[src/rtl/flex_sr_pkg.sv]
// Shared types and helpers for the flexible serial-to-parallel deserializer.
// Imported by the beat counter and the deserializer top.
package flex_sr_pkg;

  typedef enum logic {
    DIR_LSB_FIRST = 1'b0,
    DIR_MSB_FIRST = 1'b1
  } dir_t;

  typedef enum logic {
    IDLE  = 1'b0,
    SHIFT = 1'b1
  } deser_state_t;

  function automatic int beats(input int num_bits, input int lanes);
    return num_bits / lanes;
  endfunction

endpackage

[src/rtl/flex_beat_counter.sv]
// Modulo beat counter with enable and synchronous clear.
// rollover_flag marks the enabled beat that wraps the count to zero.
module flex_beat_counter #(
  parameter int MAX = 8,
  parameter int W   = 3
) (
  input  logic         clk,
  input  logic         rst,
  input  logic         clear_i,
  input  logic         en_i,
  output logic [W-1:0] count_o,
  output logic         rollover_flag
);

  logic [W-1:0] cnt_q;
  logic [W-1:0] cnt_d;
  logic         last;

  assign last          = (cnt_q == W'(MAX - 1));
  assign rollover_flag = en_i && last;
  assign count_o       = cnt_q;

  always_comb begin
    cnt_d = cnt_q;
    if (clear_i) begin
      cnt_d = '0;
    end else if (en_i) begin
      cnt_d = last ? '0 : cnt_q + 1'b1;
    end
  end

  always_ff @(posedge clk) begin
    if (rst) cnt_q <= '0;
    else     cnt_q <= cnt_d;
  end

endmodule

[src/rtl/flex_stp_deser.sv]
// Serial-to-parallel deserializer: LANES bits per beat into a NUM_BITS word,
// held under valid/ready with sticky overrun and synchronous abort.
module flex_stp_deser
  import flex_sr_pkg::*;
#(
  parameter int NUM_BITS   = 8,
  parameter int LANES      = 1,
  parameter int RESET_ONES = 1
) (
  input  logic                               clk,
  input  logic                               rst,
  input  logic                               clear,
  input  logic                               shift_enable,
  input  logic                               msb_first,
  input  logic [LANES-1:0]                   serial_in,
  output logic [NUM_BITS-1:0]                word_data,
  output logic                               word_valid,
  input  logic                               word_ready,
  output logic                               busy,
  output logic                               overrun,
  output logic [$clog2(NUM_BITS/LANES)-1:0]  beat_count
);

  localparam int BEATS = beats(NUM_BITS, LANES);
  localparam int CW    = $clog2(NUM_BITS / LANES);
  localparam logic [NUM_BITS-1:0] SR_RST =
    (RESET_ONES != 0) ? '1 : '0;

  if (NUM_BITS % LANES != 0) begin : g_bad_width
    $error("NUM_BITS must be a multiple of LANES");
  end
  if (NUM_BITS < 2 * LANES) begin : g_bad_beats
    $error("NUM_BITS must be at least 2*LANES");
  end

  deser_state_t          state_q, state_d;
  dir_t                  dir_q, dir_d, dir_eff;
  logic [NUM_BITS-1:0]   sr_q, sr_d, shifted;
  logic [NUM_BITS-1:0]   wd_q, wd_d;
  logic                  wv_q, wv_d;
  logic                  ovr_q, ovr_d;
  logic                  advance;
  logic                  done;

  assign advance = shift_enable && !clear;

  flex_beat_counter #(
    .MAX (BEATS),
    .W   (CW)
  ) u_cnt (
    .clk           (clk),
    .rst           (rst),
    .clear_i       (clear),
    .en_i          (advance),
    .count_o       (beat_count),
    .rollover_flag (done)
  );

  always_ff @(posedge clk) begin
    if (rst) state_q <= IDLE;
    else     state_q <= state_d;
  end

  always_comb begin
    state_d = state_q;
    unique case (state_q)
      IDLE: begin
        if (advance && !done) state_d = SHIFT;
      end
      SHIFT: begin
        if (clear || done) state_d = IDLE;
      end
      default: state_d = IDLE;
    endcase
  end

  always_comb begin
    busy = (state_q == SHIFT);
  end

  // The first beat of a word uses the live pin; later beats the latch.
  always_comb begin
    dir_eff = (state_q == IDLE) ? dir_t'(msb_first) : dir_q;
    if (dir_eff == DIR_MSB_FIRST)
      shifted = {sr_q[NUM_BITS-LANES-1:0], serial_in};
    else
      shifted = {serial_in, sr_q[NUM_BITS-1:LANES]};
  end

  always_comb begin
    sr_d  = sr_q;
    dir_d = dir_q;
    wd_d  = wd_q;
    wv_d  = wv_q;
    ovr_d = ovr_q;
    if (clear) begin
      sr_d  = SR_RST;
      ovr_d = 1'b0;
    end else if (advance) begin
      sr_d = shifted;
      if (state_q == IDLE) dir_d = dir_eff;
    end
    if (done) begin
      if (wv_q && !word_ready) begin
        ovr_d = 1'b1;
      end else begin
        wd_d = shifted;
        wv_d = 1'b1;
      end
    end else if (word_ready) begin
      wv_d = 1'b0;
    end
  end

  always_ff @(posedge clk) begin
    if (rst) begin
      sr_q  <= SR_RST;
      dir_q <= DIR_MSB_FIRST;
      wd_q  <= SR_RST;
      wv_q  <= 1'b0;
      ovr_q <= 1'b0;
    end else begin
      sr_q  <= sr_d;
      dir_q <= dir_d;
      wd_q  <= wd_d;
      wv_q  <= wv_d;
      ovr_q <= ovr_d;
    end
  end

  assign word_data  = wd_q;
  assign word_valid = wv_q;
  assign overrun    = ovr_q;

endmodule

[config.mk]
export PLATFORM = sky130hd
export DESIGN_NAME = flex_stp_deser
export DESIGN_NICKNAME = d
export VERILOG_FILES = /design/src/rtl/flex_sr_pkg.sv /design/src/rtl/flex_beat_counter.sv /design/src/rtl/flex_stp_deser.sv
export SDC_FILE = /design/constraint.sdc
export NUM_CORES = 1
export LEC_CHECK = 0
export CAP_MARGIN = 30
export CORE_MARGIN = 5
export CORE_UTILIZATION = 40
export DETAILED_ROUTE_END_ITERATION = 7
export PLACE_DENSITY = 0.68
export SLEW_MARGIN = 0
export SYNTH_ARGS = -nofsm -noshare
export SYNTH_HDL_FRONTEND = slang
export SYNTH_HIERARCHICAL = 1
export SYNTH_SLANG_ARGS = --single-unit
[constraint.sdc]
create_clock -name clk -period 2.64 [get_ports clk]
set_clock_uncertainty 0.2 [all_clocks]
set_input_delay 0.528 -clock clk [delete_from_list [all_inputs] [get_ports clk]]
set_output_delay 0.528 -clock clk [all_outputs]
set_load 0.1 [all_outputs]
==> flow_summary.toml <==
[timing]
finalHoldViolations = 0
worst_pin_slew_ns = 0.5206
slew_violations = 0
max_slew_margin_pct = 65.06
min_period_ns = 2.220
fmax_mhz = 450.4
fin_tns_setup_ns = 0
hold_ws_ns = 0.3032
fin_crit_sh_pct = 84.10
rsz0062_at_grt = "false"
setup_viol = 0

[global_route]
top_usage_layer = "met2"
grtUsageMet3_pct = 2.227
grt_pass1_wl_mm = 3.325
met1_usage_pct = 18.05
antenna_found_initial = 0
grt_max_degree = 14
grtUsageMet2_pct = 18.23
grt_overflow = 0
grt.total_usage_pct = 12.81
grt_pass1_vias = 719

[finish]
layout.nets = 122
fillCellCount = 218
diodes = 0
drive_above_1_share_pct = 21.43
syn_to_final_growth_pct = 25.03

[logic_synthesis]
ys_seq_area_share_pct = 49.53
ys_types = 23
synth_cells = 89
synth_top_area_share_pct = 49.53
ys_ff_latch = 23
avgSynthCellArea_um2 = 10.45
synth.largest_area_cell = "dfxtp_1"
synthTopCellsByArea = "dfxtp_1 50%, mux2i_1 11%, a2bb2oi_1 7.5%"
yosysWarnings = 6
synth_fp_nets = 98
syn_area_um2 = 929.6

[floorplanning]
die_w_um = 58.21
die_h_um = 58.21
row_count = 17
die_area_mm2 = 0.003388
io_pins = 21
core_mm2 = 0.002212
start_util_pct = 42.02

[cts]
clock_sinks = 23
post_cts_buffers = 0
clk_pin_slew_ns = 0.12
clk_latency_ns = 0.31
ctsResizeCount = 0
cts_hold_buf = 0
htreeDepth = 1
tritoncts = "built"
clockBufferDepth = 2
cts_made_buffers = 3
cts_root_buffer = "clkbuf_4"

[placed_design]
gp_congestion = 0.8026
dp_hpwl_mm = 1.456
io_buffer_count = 20

[pwr]
peakVddDrop_v = 0.0003889
power_frac_comb_pct = 10.9
p_int_uw = 434.8
p_switching_uw = 145.3
swShare_pct = 25.04
power_density_mw_per_mm2 = 499.1
p_leak_nw = 0.4842
p_total_uw = 580.1
clkPwrFrac_pct = 27.8
sequentialPowerShare_pct = 61.2

[job]
cap_violations = 0

[route]
firstDrtPassIters = 4
ant_nets = 0
wl_mm = 1.953
avgViaCountPerCell = 5.171
drc = 0
num_vias = 724
initialDrtViolationCount = 10
wl_per_cell_um = 13.95

[min_path]
hp-class = "register to register"

[setup_path]
worstSetupPathType = "input pin to register"
critPathMaxFanout = 8
cp-start-kind = "input pin"
critPathRequiredTime_ns = 2.68
arrival_ns = 2.26
endpoint_kind = "register"

[outcome]
run_status = "finished clean"
==> layout make-up <==
| cell class | count | area [µm²] | area share (%) |
|---|---|---|---|
| timing repair buffer | 23 | 187.7 | 16.15 |
| clock buffer | 3 | 22.52 | 1.938 |
| inverter | 6 | 22.52 | 1.938 |
| multi-input combinational | 56 | 429.2 | 36.92 |
| sequential | 23 | 460.4 | 39.61 |
| clock inverter | 1 | 5.005 | 0.4306 |
| tap | 28 | 35.03 | 3.014 |
==> layer usage <==
layer | wire [µm] | vias up
li1 | - | 371
met2 | 830 | 16
met3 | 74 | 4
met5 | 0 | -
met4 | 42 | 0
met1 | 1006 | 333
==> Yosys cell counts, drive strengths merged <==
library cell and count:
nor3 3, nand2b 2, o311ai 1, nor2b 2
or3b 1, nor2 5, mux2i 11, ha 2
o221ai 2, dfxtp 23, a211oi 1, buf 3
clkbuf 1, a2bb2oi 8, o21ai 3, and2 2
a21oi 7, inv 6, nor4 6
==> cells in the final DEF (no fill, tap or decap) <==
| master | n |
|---|---|
| and2_1 | 2 |
| dfxtp_1 | 23 |
| buf_4 | 17 |
| a2bb2oi_1 | 8 |
| nor3_1 | 2 |
| clkbuf_4 | 3 |
| nand2b_1 | 2 |
| ha_1 | 2 |
| inv_1 | 6 |
| o221ai_1 | 2 |
| or3b_1 | 1 |
| clkdlybuf4s50_1 | 6 |
| mux2i_1 | 10 |
| clkinv_2 | 1 |
| nor2_1 | 5 |
| o21ai_0 | 2 |
| a211oi_2 | 1 |
| nor2b_1 | 2 |
| o311ai_0 | 1 |
| mux2i_4 | 1 |
| nor3_2 | 1 |
| o21ai_1 | 1 |
| a21oi_1 | 7 |
| nor4_1 | 6 |
==> cells by family (layout without fill, tap and decap cells) <==
| logic type | after synthesis | count (layout) | synth area share [%] |
|---|---|---|---|
| AO/OA/AOI/OAI | 22 | 22 | 17.09 |
| adder cells (fa/ha/maj) | 2 | 2 | 2.691 |
| buffers and inverters | 10 | 33 | 4.306 |
| flip-flops | 23 | 23 | 49.53 |
| multiplexers | 11 | 11 | 13.19 |
| AND/OR/NAND/NOR | 21 | 21 | 13.19 |
==> critical path, cell delays in order <==
cell	delay, ns
clkdlybuf4s50_1	0.41
nand2b_1	0.21
inv_1	0.17
and2_1	0.22
inv_1	0.08
o21ai_1	0.44
a2bb2oi_1	0.20
==> state kept, by name, summed over array words and instances (netlist names) <==
| name | cells |
|---|---|
| overrun | 1 |
| word_valid | 1 |
| busy | 1 |
| word_data | 8 |
| sr_q | 8 |
| dir_q | 1 |
| u_cnt/count_o | 3 |
==> path summary, 6_finish.rpt <==
check | startpoint | endpoint | slack [ns] | cells after the start
worst max-delay path | clear | word_data[5] | 0.42 | 7
worst min-delay path | word_data[7] | word_data[7] | 0.30 | 1
worst max register to register | u_cnt/count_o[0] | word_data[5] | 0.76 | 6
worst min register to register | word_data[7] | word_data[7] | 0.30 | 1
==> per-stage QoR <==
step	instance area (µm²)	utilization (%)	setup WS (ns)	std cells
6_report	1162	52.55	0.4197	140
5_1_grt	1162	52.55	0.1802	140
4_1_cts	1162	52.55	0.4244	140
3_5_place_dp	1135	51.30	0.1004	136
3_3_place_gp	1135	51.30	0.1612	136
2_1_floorplan	929.6	-	0.2268	89
==> power groups by stage <==
| stage | clock, mW | combinational [mW] | sequential, mW |
|---|---|---|---|
| floorplan | 0 | 0.0319 | 0.372 |
| global placement | 0 | 0.0624 | 0.363 |
| detailed placement | 0 | 0.0630 | 0.363 |
| CTS | 0.167 | 0.0632 | 0.355 |
| global route | 0.181 | 0.0683 | 0.356 |
| finish | 0.162 | 0.0635 | 0.355 |
No activity file was read; power rests on OpenSTA's default activity.
